`config.mk`:
```
export PLATFORM = sky130hd
export DESIGN_NAME = pipe_stage_buf
export DESIGN_NICKNAME = d
export VERILOG_FILES = /design/src/rtl/pipe_stage_buf.sv
export SDC_FILE = /design/constraint.sdc
export NUM_CORES = 1
export LEC_CHECK = 0
export BUFFER_PORTS_ARGS = -buffer_cell sky130_fd_sc_hd__buf_2
export CAP_MARGIN = 20
export CORE_ASPECT_RATIO = 1.5
export CORE_MARGIN = 2
export CORE_UTILIZATION = 58
export DETAILED_ROUTE_END_ITERATION = 7
export HOLD_SLACK_MARGIN = 0.15
export PLACE_DENSITY_LB_ADDON = 0.12
export SETUP_SLACK_MARGIN = 0.15
export SLEW_MARGIN = 20
export SYNTH_ARGS = -nofsm -noshare
export SYNTH_HDL_FRONTEND = slang
export SYNTH_SLANG_ARGS = --single-unit
```
`constraint.sdc`:
```
create_clock -name clk -period 7 [get_ports clk]
set_input_delay 0 -clock clk [delete_from_list [all_inputs] [get_ports clk]]
set_output_delay 0 -clock clk [all_outputs]
set_load 0.05 [all_outputs]
```
`src/rtl/pipe_stage_buf.sv`:
```
// Elastic circular-queue buffer between two pipeline stages: valid/ready on
// both sides, synchronous flush for redirects, optional ready pass-through.
module pipe_stage_buf #(
  parameter int unsigned WIDTH      = 96,
  parameter int unsigned DEPTH      = 2,
  parameter bit          READY_PASS = 1'b0
) (
  input  logic                       clk,
  input  logic                       reset,
  input  logic                       flush,
  input  logic                       in_valid,
  output logic                       in_ready,
  input  logic [WIDTH-1:0]           in_data,
  output logic                       out_valid,
  input  logic                       out_ready,
  output logic [WIDTH-1:0]           out_data,
  output logic [$clog2(DEPTH+1)-1:0] count
);

  localparam int unsigned CNT_W = $clog2(DEPTH + 1);
  localparam int unsigned PTR_W = (DEPTH > 1) ? $clog2(DEPTH) : 1;
  localparam logic [CNT_W-1:0] DEPTH_C  = CNT_W'(DEPTH);
  localparam logic [PTR_W-1:0] LAST_PTR = PTR_W'(DEPTH - 1);

  logic [WIDTH-1:0] mem_q [DEPTH];
  logic [PTR_W-1:0] head_q, head_d;
  logic [PTR_W-1:0] tail_q, tail_d;
  logic [CNT_W-1:0] count_q, count_d;
  logic             full;
  logic             push;
  logic             pop;

  // Explicit wrap so non-power-of-two depths never index past DEPTH-1.
  function automatic logic [PTR_W-1:0] ptr_inc(input logic [PTR_W-1:0] p);
    if (p == LAST_PTR) begin
      return '0;
    end
    return p + 1'b1;
  endfunction

  assign full      = (count_q == DEPTH_C);
  assign out_valid = (count_q != '0) & ~flush;
  assign in_ready  = (~full | (READY_PASS & out_ready)) & ~flush;
  assign push      = in_valid & in_ready;
  assign pop       = out_valid & out_ready;
  assign out_data  = mem_q[head_q];
  assign count     = count_q;

  always_comb begin
    head_d  = head_q;
    tail_d  = tail_q;
    count_d = count_q;
    if (flush) begin
      head_d  = '0;
      tail_d  = '0;
      count_d = '0;
    end else begin
      if (push) begin
        tail_d = ptr_inc(tail_q);
      end
      if (pop) begin
        head_d = ptr_inc(head_q);
      end
      case ({push, pop})
        2'b10:   count_d = count_q + 1'b1;
        2'b01:   count_d = count_q - 1'b1;
        default: count_d = count_q;
      endcase
    end
  end

  always_ff @(posedge clk) begin
    if (reset) begin
      head_q  <= '0;
      tail_q  <= '0;
      count_q <= '0;
    end else begin
      head_q  <= head_d;
      tail_q  <= tail_d;
      count_q <= count_d;
    end
  end

  // Flush leaves payload words in place; only reset scrubs them.
  always_ff @(posedge clk) begin
    if (reset) begin
      for (int i = 0; i < DEPTH; i++) begin
        mem_q[i] <= '0;
      end
    end else if (push) begin
      mem_q[tail_q] <= in_data;
    end
  end

endmodule

```
After elaboration in Yosys (flattened, before gate mapping)
Memory sizes are Yosys's and may differ from the RTL's. A register that Yosys moved wholly into a read port is not among the register bits.
Index checks and enable logic that the tools add are counted.
{"block": "word_totals", "in_bits": 101, "register_bits": 4, "word_cells": 42, "romBits": 0, "out_inout_bits": 100, "latchBits": 0, "n_memories": 1, "ram_bits": 192}
{"name": "mem_q", "words": 2, "word_bits": 96, "read_ports": 1, "rd_ports_with_merged_regs": 1, "wr": 2, "line": "25", "text": "logic [WIDTH-1:0] mem_q [DEPTH];"}
{"block": "classes", "shifts": 0, "n_lt_le_gt_ge": 0, "n_div": 0, "n_eq_ne": 3, "n_mul": 0, "n_mux": 21, "reduce_logical": 4, "bitwise": 6, "n_addsub": 4}
{"operator": "$mux 96", "n": 1}
{"operator": "$reduce_or 96->1", "n": 1}
{"operator": "$mux 1", "n": 19}
{"operator": "$and 1x1->1", "n": 4}
{"operator": "$eq 2x2->1 const B", "n": 2}
{"operator": "$pmux 2 s2", "n": 1}
{"operator": "$reduce_bool 2->1", "n": 2}
{"operator": "$add 1x1->1 const B", "n": 2}
{"operator": "$add 2x1->2 const B", "n": 1}
{"operator": "$eq 2x1->1 const B", "n": 1}
{"operator": "$not 1->1", "n": 2}
{"operator": "$reduce_or 2->1", "n": 1}
{"operator": "$sub 2x1->2 const B", "n": 1}

Depth between registers and ports, before layout
Gate-level depths: netlist of the first run.
{"block": "logic_depth", "word_depth": 9, "ltp_mapped": 7}

Worst setup path after synthesis of the first run
No wires, ideal clock.
{"block": "synth_timing", "path_type": "register to register", "from": "register count_q[0], in the netlist count[0]", "to": "memory mem_q[1][0] (enable)", "arrival_ns": 3.707, "period_less_slack_ns": 4.178, "required_time_ns": 6.529, "setup_ns": 0.471, "setup_slack_ns": 2.822, "path_stages_with_launch": 6, "cell_sequence": "dfxtp_1 > nor2b_1 > or3b_1 > buf_2 > buf_6 > nand2b_1"}
{"item": "start: declaration", "line": "28", "text": "logic [CNT_W-1:0] count_q, count_d;"}
{"item": "start signal: assignment", "line": "80", "text": "count_q <= count_d;"}
{"item": "end: declaration", "line": "25"}

==> flow_summary.toml, run 1 <==
[hold_path]
hold_class = "in2reg"

[clock_network]
clkSlewWorstSetupHoldPaths_ns = 0.07
htree_levels = 4
clock_sinks = 197
cts_setup_buffers = 0
cts_resized = 0
cts_tree = "yes"
worstSkewPairLatency_ns = 0.42
cts_made_buffers = 17
cts_root_buffer = "clkbuf_16"
cts.path.max_buffers = 2

[critical_path]
worstRegToRegCells = 4
endpoint = "mem_q[1][83]$_SDFFCE_PN0P_"
cp_max_fo = 57
r2r-start = "count[0]$_SDFFE_PP0P_"
r2r_end = "mem_q[1][83]$_SDFFCE_PN0P_"
start_kind = "flop"
cp-end-kind = "flop"
crit_required_ns = 7.04
rrSetupSlack_ns = 4.13
critPathKind = "reg2reg"
crit_start = "count[0]$_SDFFE_PP0P_"
cp.arrival_ns = 2.91

[power]
pwr_density_cell_mw_per_mm2 = 240
p_sw_mw = 0.698
peakVddDrop_mv = 0.166
p_sw_frac = 0.254
leakagePower_nw = 4.56
p_seq_frac = 0.497
p_int_mw = 2.06
combPwrFrac = 0.144
p_clk_frac = 0.359

[route]
drt_iter0_markers = 349
wire_per_inst_um = 16.7
drt_wl_total_um = 19100
drc = 0
firstDrtPassIters = 5
vias_per_cell = 5.12
ant_nets = 0
num_vias = 5841

[yosys]
synth_adder_area_share = 0.00142
synth_compound_area_frac = 0.00513
synth_area_per_cell_sq_um = 13.5
synth_top_family_by_area = "simple AND/OR/NAND/NOR gates"
synthCells = 649
synth_mux_area_frac = 0.123
synth_edf_count = 192
synthTopCellsByCount = "edfxtp_1, nor2_1, nand2b_1, mux2_2, clkbuf_1"
yosysSeqAreaShare = 0.668
ys_ff_latch = 197
yosysUniqueCellTypes = 25
synth-xor-area-share = 0.00199
synth_warnings = 0
ys_top_cells_by_area = "edfxtp_1, mux2_2, nand2b_1"
synth.most_common_cell = "edfxtp_1"
synth.cell_area_sq_mm = 0.00878
synth-simple-area-share = 0.174
synth_area_leader_cell = "edfxtp_1"
synth_flop_cell = "edfxtp_1"
async_reset_ff_frac = 0
synth_top_area_frac = 0.656
syn-num-nets = 751

[die]
ios = 201
rows = 55
die_h_um = 155
start_util = 0.588
die_x_um = 104
coreArea_sq_mm = 0.0149
die_area_sq_mm = 0.0162

[grt]
grtUsageTotal = 0.240
grt.overflow.total = 0
grt_pass1_vias = 6186
grt_max_degree = 101
antenna_found_initial = 0
grt_pass1_wl_um = 30200

[place]
portBuffers = 200
dpl_worst_slack_ns = 4.12
gp_congestion = 0.743
hpwl_um = 10800

[sta]
slew_headroom = 0.376
rsz0062_at_grt = "no"
worst_slew_pin_slew_ns = 0.935
min_period_ns = 2.87
period_share = 0.410
finalSetupTns_ns = 0
fmax_mhz = 348
skew_ns = 0.0154
fin_ws_ns = 4.13
hold_viol_final = 0
final_max_slew_viol_count = 0
setup_violations = 0

[finish]
final_nets = 1031
drive_gt1_frac = 0.391
area_growth_syn_to_layout_pct = 30.5
antenna-diode-count = 0

[run]
drv_cap = 0

[status]
status = "finished clean"
==> how the worst min path moves through the flow <==
| stage | startpoint | end | slack (ns) | cells after the start |
|---|---|---|---|---|
| 4_1_cts | flush | count[0]$_SDFFE_PP0P_ | 0.33 | 3 |
| 5_1_grt | flush | count[0]$_SDFFE_PP0P_ | 0.36 | 3 |
| 6_report | flush | count[0]$_SDFFE_PP0P_ | 0.34 | 3 |
| 3_3_place_gp | flush | count[0]$_SDFFE_PP0P_ | 0.22 | 2 |
| 3_5_place_dp | flush | count[0]$_SDFFE_PP0P_ | 0.23 | 2 |
| 2_1_floorplan | flush | count[0]$_SDFFE_PP0P_ | 0.08 | 1 |
==> state kept, by name (all words and copies together) (netlist names), named ones only <==
signal and flops:
head_q 1, count 2, tail_q 1, mem_q 192
==> cell type report <==
class | count | area, sq um
clock inverter | 14 | 171
tap | 199 | 249
timing repair buffer | 305 | 2040
fill | 965 | 3470
clock buffer | 18 | 429
sequential | 197 | 5870
multi-input combinational | 408 | 2710
==> layout by cell type (no fill, tap or decap), types with 2 or more instances in the layout <==
cell           Yosys  routed
clkinv_2           0       2
buf_2              7     200
inv_6              0       5
mux2_2            96      96
nor2_2            20      20
clkbuf_16          0      17
edfxtp_1         192     192
bufinv_16          0       3
dfxtp_1            5       4
clkinvlp_4         0       2
nor2_4            10      10
nand2_1            2       2
nor2_1           164     164
a21boi_0           2       2
dlygate4sd3_1      0      99
o21ai_0            4       4
nand2b_4           0       2
buf_4              0       5
nand2b_1          99      97
==> kinds of logic (layout without fill, tap and decap cells) <==
| kind of cell | after synthesis | after routing |
|---|---|---|
| simple gates | 302 | 302 |
| flops | 197 | 197 |
| mux | 96 | 96 |
| buf+inv | 44 | 337 |
| compound gates | 7 | 7 |
| xor+xnor | 2 | 2 |
| fa+ha+maj | 1 | 1 |
==> critical path: stages, from the launching register on <==
cell and delay (ns):
dfxtp_1 0.42, nor2b_1 0.11, or3b_4 0.64, nand2b_4 0.53, buf_4 0.72
==> timing repair <==
action                                 CTS  global route
endpoints found under the hold margin  197             0
setup endpoints to repair                0             0
hold buffers                            99             0
==> routing by layer <==
| metal | vias to the layer above | GRT usage | wire [um] | part of all wire |
|---|---|---|---|---|
| li1 | 2799 | - | - | - |
| met1 | 2829 | 0.271 | 7360 | 0.39 |
| met2 | 185 | 0.432 | 10200 | 0.53 |
| met3 | 28 | 0.0645 | 1170 | 0.061 |
| met4 | 0 | 0.0933 | 394 | 0.021 |
| met5 | - | 0 | 0 | 0 |
==> stage by stage <==
step	instances	hold slack [ns]	cell area (sq um)	power, mW	util
2_1_floorplan	649	0.0793	8780	1.66	-
3_5_place_dp	1010	0.233	9870	1.75	0.661
5_1_grt	1141	0.359	11500	2.84	0.768
6_report	1141	0.344	11500	2.75	0.768
3_3_place_gp	1010	0.218	9870	1.74	0.661
4_1_cts	1141	0.332	11500	2.77	0.768
==> power by group through the flow <==
stage | clock network [mW] | logic (mW) | registers, mW
floorplan | 0 | 0.258 | 1.40
global placement | 0 | 0.348 | 1.39
detailed placement | 0 | 0.352 | 1.40
CTS | 1.00 | 0.396 | 1.37
global route | 1.04 | 0.419 | 1.38
finish | 0.988 | 0.396 | 1.37
Power figures use the tool's default switching activity.
==> run 2, diff against run 1 <==
--- a/config.mk
+++ b/config.mk
@@ -5,11 +5,12 @@
 export SDC_FILE = /design/constraint.sdc
 export NUM_CORES = 1
 export LEC_CHECK = 0
+export ABC_AREA = 1
 export BUFFER_PORTS_ARGS = -buffer_cell sky130_fd_sc_hd__buf_2
 export CAP_MARGIN = 20
 export CORE_ASPECT_RATIO = 1.5
 export CORE_MARGIN = 2
-export CORE_UTILIZATION = 58
+export CORE_UTILIZATION = 49
 export DETAILED_ROUTE_END_ITERATION = 7
 export HOLD_SLACK_MARGIN = 0.15
 export PLACE_DENSITY_LB_ADDON = 0.12
==> constraint.sdc (replaced) <==
create_clock -name clk -period 2.4 [get_ports clk]
set_input_delay 0 -clock clk [delete_from_list [all_inputs] [get_ports clk]]
set_output_delay 0 -clock clk [all_outputs]
set_load 0.05 [all_outputs]
==> run 2 against run 1 <==
Effect of this change: clock skew down 0.0016 ns; synthesized area up 2.5%; first-iteration DRC count down 17%; core utilization down 11 points; non-clock buffer count up 5; synthesized cell count up 4.2%; sequential share of layout area down 1.4 points; worst hold slack better by 0.013 ns; critical path depth down 1; wire length up 6.4%; critical path type is now reg2out.
==> flow_summary.toml, run 2 <==
[status]
status = "finished clean"

[sta]
slew_headroom = 0.329
finalSetupTns_ns = 0
min_period_ns = 1.94
period_share = 0.810
final_max_slew_viol_count = 0
skew_ns = 0.0138
rsz0062_at_grt = "no"
hold_viol_final = 0
fmax_mhz = 515
worst_slew_pin_slew_ns = 1.01
setup_violations = 0

[clock_network]
htree_levels = 4
cts_resized = 0
cts_made_buffers = 17
cts_tree = "yes"
cts_root_buffer = "clkbuf_16"
worstSkewPairLatency_ns = 0.43
cts.path.max_buffers = 2
clock_sinks = 197
clkSlewWorstSetupHoldPaths_ns = 0.07

[route]
num_vias = 6056
wire_per_inst_um = 17.2
firstDrtPassIters = 5
vias_per_cell = 5.13
drt_wl_total_um = 20300
drc = 0
drt_iter0_markers = 290
ant_nets = 0

[finish]
area_growth_syn_to_layout_pct = 30.9
final_nets = 1054
final_common_cell = "buf_2"
largest_reg_flops = 192
top_register = "mem_q"
final_cell_mix = "buf_2, edfxtp_1, nor3_1, inv_1, dlygate4sd3_1"
drive_gt1_frac = 0.407
antenna-diode-count = 0
n_fill_cell = 1364
finalNonFillerCells = 1181

[grt]
grtUsageTotal = 0.210
antenna_found_initial = 0
grt_pass1_vias = 6262
grt_pass1_wl_um = 31600
grt_max_degree = 195
grt.overflow.total = 0

[power]
pwr_density_cell_mw_per_mm2 = 683
leakagePower_nw = 4.93
peakVddDrop_mv = 0.439

[critical_path]
cp.arrival_ns = 1.94
crit_required_ns = 2.40
r2r-start = "count[0]$_SDFFE_PP0P_"
start_kind = "flop"
critPathKind = "reg2out"
cp-end-kind = "output port"
cp_max_fo = 29

[hold_path]
hold_class = "in2reg"
hold_start = "reset"

[yosys]
syn-num-nets = 778
synthTopCellsByCount = "edfxtp_1, nor3_1, inv_1, mux2_2, nor3_2"
synth_area_leader_cell = "edfxtp_1"
synth.most_common_cell = "edfxtp_1"
yosysUniqueCellTypes = 21
synth_edf_count = 192
synth_top_area_frac = 0.640
ys_ff_latch = 197
synth.cell_area_sq_mm = 0.00900
synth_flop_cell = "edfxtp_1"
synth_warnings = 0
synthCells = 676
ys_top_cells_by_area = "edfxtp_1, mux2_2, nor3_1"
async_reset_ff_frac = 0
yosysSeqAreaShare = 0.651
synth_area_per_cell_sq_um = 13.3

[die]
start_util = 0.502
ios = 201
coreArea_sq_mm = 0.0179
die_area_sq_mm = 0.0195
die_h_um = 170
rows = 60
die_x_um = 115

[place]
hpwl_um = 11700
gp_congestion = 0.766
place_inst = 1051
portBuffers = 200

[run]
drv_cap = 0
-- run 2: cell types whose count changed in the layout (fill, tap and decap cells not counted), sizes merged, moves of 4 or more --
cell,before,now
nor3,1,193
nor2,194,8
inv,5,111
nand2b,99,0
nand2,2,12
buf,206,211
clkinv,4,9
nand4,0,4
o21ai,4,0
-- run 2: final cells by class --
class                   count  area (sq um)  share of cell area
inverters                 107           402              0.0341
flip-flops and latches    197          5870               0.498
clock inverters            14           149              0.0126
clock buffers              17           425              0.0361
multi-input cells         319          2500               0.212
well taps                 217           272              0.0230
repair buffers            310          2170               0.184
-- run 2: power breakdown --
part / switching, mW / leakage, nW / internal (mW)
registers: 0.0481 / 2.04 / 3.96
clock network: 1.34 / 0.281 / 1.46
logic: 0.841 / 2.60 / 0.395
-- run 2: cells by family (layout without fill, tap and decap cells) --
| kind of cell | after synthesis | in the layout | synth area share |
|---|---|---|---|
| xor gates and xnor gates | 1 | 1 | 0.000973 |
| and+or+nand+nor | 219 | 219 | 0.150 |
| muxes | 96 | 96 | 0.120 |
| adders and majority gates | 1 | 1 | 0.00139 |
| DFF | 197 | 197 | 0.651 |
| buffers and inverters | 160 | 448 | 0.0748 |
| AOI/OAI and AO/OA | 2 | 2 | 0.00111 |
-- run 2: layer usage --
layer | GRT usage | part of all wire | vias up
met3 | 0.0449 | 0.046 | 31
met5 | 0 | 0 | -
met2 | 0.374 | 0.52 | 157
li1 | - | - | 2957
met4 | 0.0764 | 0.022 | 0
met1 | 0.248 | 0.41 | 2911
-- run 2: metrics by stage --
stage	setup WS, ns	power (mW)	cell area (sq um)	hold slack (ns)	utilization
4_1_cts	0.415	8.08	11800	0.379	0.657
5_1_grt	0.371	8.30	11800	0.404	0.657
3_5_place_dp	0.669	5.20	10200	0.265	0.570
6_report	0.457	8.05	11800	0.357	0.657
3_3_place_gp	0.730	5.18	10200	0.240	0.570
2_1_floorplan	0.211	4.88	9040	0.0793	-
-- run 2: final timing paths --
kind,slack [ns],cells after the start,to
max reg2reg,0.69,5,mem_q[1][21]$_SDFFCE_PN0P_
max,0.46,3,out_data[49]
min reg2reg,0.54,4,flop
min,0.36,3,mem_q[1][9]$_SDFFCE_PN0P_
-- run 2: repair_timing --
item                                   in CTS  in global routing
endpoints found under the hold margin     197                  0
hold buffers                               99                  0
buffers inserted                            0                  0
-- run 2: worst max-delay path, stage by stage, from the launching register on --
cell and delay, ns:
dfxtp_4 0.48, buf_4 0.41, mux2_2 0.41, buf_2 0.22
